==> src/rtl/simple_dual_ram_ex_pkg.sv <==
// Shared types and helpers for simple_dual_ram_ex: FSM state, mask lane count, lane merge.
package simple_dual_ram_ex_pkg;

  localparam int unsigned MAX_W = 256;
  localparam int unsigned MAX_B = 32;

  typedef enum logic {ST_CLEAR, ST_READY} state_t;

  function automatic int unsigned calc_bytes(input int unsigned size);
    return (size + 7) / 8;
  endfunction

  // Lanes with mask bit set take new_w, the rest keep old_w.
  function automatic logic [MAX_W-1:0] lane_merge(input logic [MAX_W-1:0] old_w,
                                                  input logic [MAX_W-1:0] new_w,
                                                  input logic [MAX_B-1:0] mask);
    logic [MAX_W-1:0] res;
    for (int unsigned i = 0; i < MAX_B; i++)
      res[8*i +: 8] = mask[i] ? new_w[8*i +: 8] : old_w[8*i +: 8];
    return res;
  endfunction

endpackage

==> src/rtl/simple_dual_ram_ex_core.sv <==
// Bare storage array: one write port with per-byte lane enables, one registered read port.
module simple_dual_ram_ex_core #(
  parameter int unsigned SIZE  = 8,
  parameter int unsigned DEPTH = 8
) (
  input  logic                       clk,
  input  logic                       rst_n,
  input  logic                       we,
  input  logic [$clog2(DEPTH)-1:0]   waddr,
  input  logic [SIZE-1:0]            wdata,
  input  logic [(SIZE+7)/8-1:0]      wmask,
  input  logic                       re,
  input  logic [$clog2(DEPTH)-1:0]   raddr,
  output logic [SIZE-1:0]            rdata
);

  logic [SIZE-1:0] mem [DEPTH];

  always_ff @(posedge clk) begin
    if (we) begin
      for (int unsigned b = 0; b < SIZE; b++)
        if (wmask[b/8]) mem[waddr][b] <= wdata[b];
    end
  end

  // Read-first: a same-cycle write to raddr is not seen here.
  always_ff @(posedge clk or negedge rst_n) begin
    if (!rst_n)  rdata <= '0;
    else if (re) rdata <= mem[raddr];
  end

endmodule

==> src/rtl/simple_dual_ram_ex.sv <==
// Simple dual-port RAM with byte masks, read-valid and a clear engine that initialises every entry.
// Define SIMPLE_DUAL_RAM_EX_BYPASS_EN for write-first collisions; default is read-first.
module simple_dual_ram_ex
  import simple_dual_ram_ex_pkg::*;
#(
  parameter int unsigned     SIZE       = 8,
  parameter int unsigned     DEPTH      = 8,
  parameter logic [SIZE-1:0] INIT_VALUE = '0
) (
  input  logic                       clk,
  input  logic                       rst_n,
  input  logic                       clear,
  output logic                       busy,
  input  logic [$clog2(DEPTH)-1:0]   waddr,
  input  logic [SIZE-1:0]            write_data,
  input  logic [calc_bytes(SIZE)-1:0] write_mask,
  input  logic                       write_en,
  input  logic [$clog2(DEPTH)-1:0]   raddr,
  input  logic                       read_en,
  output logic [SIZE-1:0]            read_data,
  output logic                       read_valid
);

  localparam int unsigned   AW    = $clog2(DEPTH);
  localparam int unsigned   BYTES = calc_bytes(SIZE);
  localparam logic [AW-1:0] LAST  = AW'(DEPTH - 1);

  state_t          state;
  logic [AW-1:0]   clr_cnt;
  logic            ready;
  logic            wr_ok;
  logic            rd_ok;
  logic            rd_oor_q;
  logic            mem_we;
  logic [AW-1:0]   mem_waddr;
  logic [SIZE-1:0] mem_wdata;
  logic [BYTES-1:0] mem_wmask;
  logic [SIZE-1:0] mem_rdata;

  assign ready = (state == ST_READY);
  assign wr_ok = ready && write_en && (32'(waddr) < DEPTH);
  assign rd_ok = ready && read_en && (32'(raddr) < DEPTH);

  // The clear engine owns the write port for the whole CLEAR state.
  always_comb begin
    mem_we    = wr_ok;
    mem_waddr = waddr;
    mem_wdata = write_data;
    mem_wmask = write_mask;
    if (!ready) begin
      mem_we    = 1'b1;
      mem_waddr = clr_cnt;
      mem_wdata = INIT_VALUE;
      mem_wmask = '1;
    end
  end

  always_ff @(posedge clk or negedge rst_n) begin
    if (!rst_n) begin
      state   <= ST_CLEAR;
      clr_cnt <= '0;
      busy    <= 1'b1;
    end else begin
      case (state)
        ST_CLEAR: begin
          if (clr_cnt == LAST) begin
            state   <= ST_READY;
            busy    <= 1'b0;
            clr_cnt <= '0;
          end else begin
            clr_cnt <= clr_cnt + AW'(1);
          end
        end
        ST_READY: begin
          if (clear) begin
            state   <= ST_CLEAR;
            busy    <= 1'b1;
            clr_cnt <= '0;
          end
        end
        default: begin
          state   <= ST_CLEAR;
          busy    <= 1'b1;
          clr_cnt <= '0;
        end
      endcase
    end
  end

  // Out-of-range flag only changes on an accepted read so read_data holds between reads.
  always_ff @(posedge clk or negedge rst_n) begin
    if (!rst_n) begin
      read_valid <= 1'b0;
      rd_oor_q   <= 1'b0;
    end else begin
      read_valid <= ready && read_en;
      if (ready && read_en) rd_oor_q <= !rd_ok;
    end
  end

  simple_dual_ram_ex_core #(
    .SIZE  (SIZE),
    .DEPTH (DEPTH)
  ) u_core (
    .clk   (clk),
    .rst_n (rst_n),
    .we    (mem_we),
    .waddr (mem_waddr),
    .wdata (mem_wdata),
    .wmask (mem_wmask),
    .re    (rd_ok),
    .raddr (raddr),
    .rdata (mem_rdata)
  );

`ifdef SIMPLE_DUAL_RAM_EX_BYPASS_EN
  logic             byp_q;
  logic [SIZE-1:0]  byp_data_q;
  logic [BYTES-1:0] byp_mask_q;

  // The core returns the old word; the captured write lanes are merged over it one cycle later.
  always_ff @(posedge clk or negedge rst_n) begin
    if (!rst_n) begin
      byp_q      <= 1'b0;
      byp_data_q <= '0;
      byp_mask_q <= '0;
    end else if (ready && read_en) begin
      byp_q      <= rd_ok && wr_ok && (waddr == raddr);
      byp_data_q <= write_data;
      byp_mask_q <= write_mask;
    end
  end

  always_comb begin
    if (rd_oor_q)   read_data = '0;
    else if (byp_q) read_data = SIZE'(lane_merge(MAX_W'(mem_rdata), MAX_W'(byp_data_q),
                                                 MAX_B'(byp_mask_q)));
    else            read_data = mem_rdata;
  end
`else
  assign read_data = rd_oor_q ? '0 : mem_rdata;
`endif

endmodule

==> config.mk <==
export PLATFORM = sky130hd
export DESIGN_NAME = simple_dual_ram_ex
export DESIGN_NICKNAME = d
export VERILOG_FILES = /design/src/rtl/simple_dual_ram_ex_pkg.sv /design/src/rtl/simple_dual_ram_ex_core.sv /design/src/rtl/simple_dual_ram_ex.sv
export SDC_FILE = /design/constraint.sdc
export NUM_CORES = 1
export LEC_CHECK = 0
export BUFFER_PORTS_ARGS = -buffer_cell sky130_fd_sc_hd__buf_4
export CORE_MARGIN = 1.5
export CORE_UTILIZATION = 55
export DETAILED_ROUTE_END_ITERATION = 8
export PLACE_DENSITY = 0.75
export SLEW_MARGIN = 25
export SYNTH_ARGS = -nofsm -noshare
export SYNTH_HDL_FRONTEND = slang
export SYNTH_SLANG_ARGS = --single-unit
==> constraint.sdc <==
create_clock -name clk -period 1.9 [get_ports clk]
set_input_delay 0.19 -clock clk [delete_from_list [all_inputs] [get_ports clk]]
set_output_delay 0.19 -clock clk [all_outputs]
set_load 0.01 [all_outputs]
==> qor.csv, run 1 <==
metric,value,unit
ys_seq_area_share,69.3,%
slew_viol_final,0,
postRouteAntennaNets,0,
post-cts-setup-buffer-count,0,
synth_cell_types,32,
clk_pin_slew,80,ps
cp_max_fo,13,
placement_rows,28,
finClkSkew,8.35,ps
synthXorXnorAreaFrac,0,%
clkPwrFrac,22.6,%
overflow,0,
vias_per_cell,5.63,
min_period_over_period,94.3,%
period_minus_slack,1790,ps
grt_pass1_wl,9660,µm
pre_cts_ws,120,ps
max_freq,558,MHz
drive_above_1_share,23.8,%
first_pass_iters,4,
synth-edff-count,64,
p_comb_share,25.4,%
postPlaceCellArea,3580,µm²
place.port_buffers,29,
end_kind,flop,
grt_usage,22.0,%
yosysTopAreaCell,edfxtp_1,
yosys-top-cells-count,"edfxtp_1 (64), mux2i_1 (16), mux2_1 (15), dfrtp_1 (14)",
yosys_warnings,0,
synth_compound_area_share,9.17,%
yosys.area_share.simple,7.28,%
swShare,30.1,%
ir_drop,0.815,mV
fin_setup_tns,0,ps
insertedDiodeCount,0,
synth_top_family_by_area,multiplexers,
worstPathRequired,1880,ps
finalHoldViolCount,0,
start_util,56.3,%
grt_setup_unrepaired,yes,
whs,58.5,ps
synthFlopType,edfxtp_1,
vias,1862,
setup_viol,0,
n_fill_cell,425,
p_per_area,1390,nW/µm²
ioPinCount,30,
nets,273,
synth_top_area_share,58.0,%
status,finished clean,
cts_max_path_buffers,2,
yosysMostFrequentCell,edfxtp_1,
cts_buffers,9,
areaGrowthSynthToFinish,14.2,%
worst_pin_slew,654,ps
startpoint_type,flop,
path_class,flop to flop,
synthCells,215,
drc,0,
synthTopCellsByArea,"edfxtp_1 (58%), dfrtp_1 (11%), mux2_1 (5.1%)",
multi_input_area,913,µm²
final_cell_area,3790,µm²
synth.area.mux_share,10.3,%
synth_area,3320,µm²
cts_root_buf,clkbuf_8,
seqPwrFrac,52.0,%
dp_hpwl,4600,µm
async_flop_share,19.0,%
power_leakage,1.46,nW
dieArea,6500,µm²
clock_latency,340,ps
h-tree-depth,3,
regArea,2300,µm²
cp.arrival,1770,ps
worst_slack,108,ps
cts_tree,yes,
avgSynthCellArea,15.4,µm²
grt_max_degree,28,
clkSinkCount,79,
slew_headroom,56.2,%
place_congestion,0.789,
grt_pass1_vias,1718,
die_w,80.6,µm
synth-adder-area-share,0.755,%
hold_path_class,primary input to flop,
die_h,80.6,µm
routedWlPerCell,19.6,µm
antenna_found_initial,0,
maxCapViolCount,0,
core,5890,µm²
intPower,0.00368,W
drtIter0Drc,190,
wirelength,6490,µm
utilization,64.3,%
syn-num-nets,237,
p_sw,0.00159,W
synth-seq-cells,79,
## power by group through the flow
stage	logic, W	registers (W)	clock network (W)
final	0.00134	0.00274	0.00119
after detailed placement	0.00134	0.00277	0
after CTS	0.00135	0.00273	0.00121
after floorplan	0.000912	0.00266	0
after global routing	0.00149	0.00278	0.00128
after global placement	0.00132	0.00276	0
## logic make-up after synthesis
family                     Yosys count
AOI/OAI and AO/OA                   36
adders and majority gates            2
buffers and inverters               17
DFF                                 79
muxes                               32
and+or+nand+nor                     49
## metrics by stage
stage	total power [W]	instances
floorplan	0.00357	215
global placement	0.00407	314
detailed placement	0.00411	314
CTS	0.00530	331
global route	0.00555	331
finish	0.00527	331
## state kept, by name (all words and copies together) (netlist names)
register / count
read_valid: 1
u_core.rdata: 8
busy: 1
rd_oor_q: 1
clr_cnt: 3
u_core.mem: 64
ready: 1
## path summary, 6_finish.rpt
check | from | to | slack (ps) | depth (start not counted)
min in group asynchronous | rst_n | read_valid | 250 | 2
hold / removal | clear | ready | 60 | 2
hold reg to reg | busy | busy | 470 | 2
setup reg to reg | ready | u_core.mem[1][7] | 110 | 2
max in group asynchronous | rst_n | busy | 1390 | 2
setup / recovery | ready | u_core.mem[1][7] | 110 | 2
## timing repair
| item | 4_1_cts | 5_1_grt |
|---|---|---|
| hold buffers | 1 | 0 |
| resized for setup | 0 | 1 |
| endpoints found under the hold margin | 15 | 0 |
| endpoints found under the setup margin | 0 | 17 |
## worst max-delay path, stage by stage, from the launching register on
cell     delay, ps
dfrtp_1        560
a41oi_1        280
nor2_1         590
## cell type report
| type | count | area share, % |
|---|---|---|
| repair buffers | 35 | 7.00 |
| inverters | 7 | 0.694 |
| multi-input cells | 119 | 24.1 |
| clock buffers | 11 | 3.47 |
| clock inverters | 5 | 1.55 |
| well taps | 75 | 2.48 |
| flip-flops and latches | 79 | 60.7 |
## cells in the final DEF, fill, tap and decap left out, drive strengths merged, types with 2 or more instances in the layout
| cell type | synthesis | layout |
|---|---|---|
| edfxtp | 64 | 64 |
| buf | 9 | 34 |
| mux2i | 16 | 16 |
| mux2 | 16 | 16 |
| dfrtp | 14 | 14 |
| nand2 | 14 | 14 |
| nor2 | 13 | 13 |
| nor2b | 11 | 11 |
| clkbuf | 1 | 11 |
| o22ai | 10 | 10 |
| and2 | 9 | 9 |
| a22o | 8 | 8 |
| o31ai | 8 | 8 |
| inv | 7 | 7 |
| o21ai | 3 | 3 |
| a41oi | 2 | 2 |
| a32oi | 2 | 2 |
| ha | 2 | 2 |
| clkinvlp | 0 | 2 |
| clkinv | 0 | 2 |
## layer usage
metal / global-route usage, % / wire length, µm / share of wire, % / up-vias
li1: - / - / - / 879
met1: 31.4 / 2890 / 44 / 896
met2: 32.5 / 2970 / 46 / 83
met3: 5.91 / 567 / 8.7 / 4
met4: 7.59 / 61 / 0.94 / 0
met5: 0 / 0 / 0 / -
Power figures use the tool's default switching activity.
==> run 2, diff against run 1 <==
==> constraint.sdc (replaced) <==
create_clock -name clk -period 1.9 [get_ports clk]
set_input_delay 0.38 -clock clk [delete_from_list [all_inputs] [get_ports clk]]
set_output_delay 0.38 -clock clk [all_outputs]
set_load 0.01 [all_outputs]
==> qor.csv, run 2 (synthesized netlist as in run 1, its figures left out) <==
metric,value,unit
place_congestion,0.768,
crit_buf_inv,0,
placement_rows,28,
path_class,flop to flop,
fin_setup_tns,0,ps
grt_usage,21.5,%
cts_root_buf,clkbuf_8,
overflow,0,
finClkSkew,12.3,ps
critPathTopFamily,simple AND/OR/NAND/NOR gates,
max_freq,591,MHz
startpoint_type,flop,
vias_per_cell,5.58,
grt_pass1_vias,1867,
vias,1886,
clkSinkCount,79,
clk_pin_slew,80,ps
first_pass_iters,4,
die_w,80.6,µm
end_kind,flop,
drtIter0Drc,148,
worstReg2RegEnd,u_core.mem[1][5],
maxCapViolCount,0,
ioPinCount,30,
slew_headroom,53.1,%
min_period_over_period,89.0,%
worstHoldStart,clear,
hold_path_depth,2,
place.port_buffers,29,
cts-resized-gates,0,
cp_max_fo,8,
wirelength,6230,µm
die_h,80.6,µm
hold_path_class,primary input to flop,
power_leakage,1.50,nW
areaGrowthSynthToFinish,15.5,%
grt_pass1_wl,9690,µm
path_cells,nor2_1 > a22oi_1 > nor2_1,
cpMaxStageDelayCell,nor2_1,
r2r-start,ready,
ff2ff_setup_slack,210,ps
min_to,clr_cnt[0],
worstPathRequired,1860,ps
ir_drop,1.09,mV
largest_register_ffs,64,
cts_tree,yes,
cp.arrival,1660,ps
period_minus_slack,1690,ps
antenna_found_initial,0,
h-tree-depth,3,
finalHoldViolCount,0,
utilization,65.1,%
clock_latency,340,ps
post-cts-setup-buffer-count,0,
cts_buffers,9,
nets,280,
insertedDiodeCount,0,
grt_max_degree,33,
dp_hpwl,3990,µm
cts_max_path_buffers,2,
dieArea,6500,µm²
routedWlPerCell,18.4,µm
slew_viol_final,0,
grt_setup_unrepaired,no,
crit_top_cell,nor2_1,
layout_commonest_cell,edfxtp_1,
worst_pin_slew,701,ps
slowest_delay,550,ps
core,5890,µm²
setup_viol,0,
postRouteAntennaNets,0,
largest_register,u_core.mem,
rr_worst_depth,3,
drive_above_1_share,24.7,%
drc,0,
reg_top3,"u_core.mem (64), u_core.rdata (8), clr_cnt (3)",
layout_common_cells,"edfxtp_1 (64), buf_4 (41), mux2i_1 (16)",
status,finished clean,
p_per_area,1380,nW/µm²
start_util,56.3,%
==> run 2: cell types whose count changed in the layout (fill, tap and decap cells not counted) <==
cell        previous run  this run
buf_4                 34        41
clkbuf_1               2         3
clkinv_1               0         1
clkinv_4               1         0
clkinvlp_4             2         1
nor2_1                12        13
nor2_2                 1         0
==> run 2: area by class of cell <==
| type | count | area [µm²] |
|---|---|---|
| clock inverter | 4 | 46.3 |
| sequential | 79 | 2300 |
| fill | 443 | 2060 |
| inverter | 7 | 26.3 |
| timing repair buffer | 42 | 318 |
| multi-input combinational | 119 | 911 |
| tap | 75 | 93.8 |
| clock buffer | 12 | 135 |
==> run 2: timing repair <==
| item | 4_1_cts | 5_1_grt |
|---|---|---|
| hold endpoints to repair | 14 | 0 |
| endpoints found under the setup margin | 0 | 0 |
| hold buffers | 1 | 0 |
==> run 2: layer usage <==
layer | GRT usage, % | vias to the layer above | wire length [µm]
met2 | 34.5 | 74 | 3000
met4 | 11.9 | 0 | 171
li1 | - | 891 | -
met5 | 0 | - | 0
met1 | 28.0 | 905 | 2630
met3 | 3.30 | 16 | 427
==> run 2: per-stage QoR <==
step	setup WS, ps	hold slack (ps)	area (µm²)	total power [W]	instances
4_1_cts	159	249	3830	0.00531	338
3_3_place_gp	280	261	3640	0.00409	321
5_1_grt	87.4	261	3830	0.00557	338
3_5_place_dp	173	261	3640	0.00415	321
2_1_floorplan	286	84.4	3320	0.00357	215
6_report	208	262	3830	0.00527	338
==> run 2: where the power goes <==
group	switching, W	internal, W	total [W]
clock network	0.000566	0.000603	0.00117
registers	0.000158	0.00251	0.00266
logic	0.000822	0.000611	0.00143
total	0.00155	0.00372	0.00527
==> run 2: worst max path at each step <==
stage                from          endpoint  slack [ps]  depth (start not counted)
2_1_floorplan       ready  u_core.mem[0][0]         290                          4
3_3_place_gp   write_mask  u_core.mem[1][3]         280                          3
3_5_place_dp        ready  u_core.mem[1][3]         170                          3
4_1_cts             ready  u_core.mem[1][3]         160                          3
5_1_grt             ready  u_core.mem[1][5]          90                          3
6_report            ready  u_core.mem[1][5]         210                          3
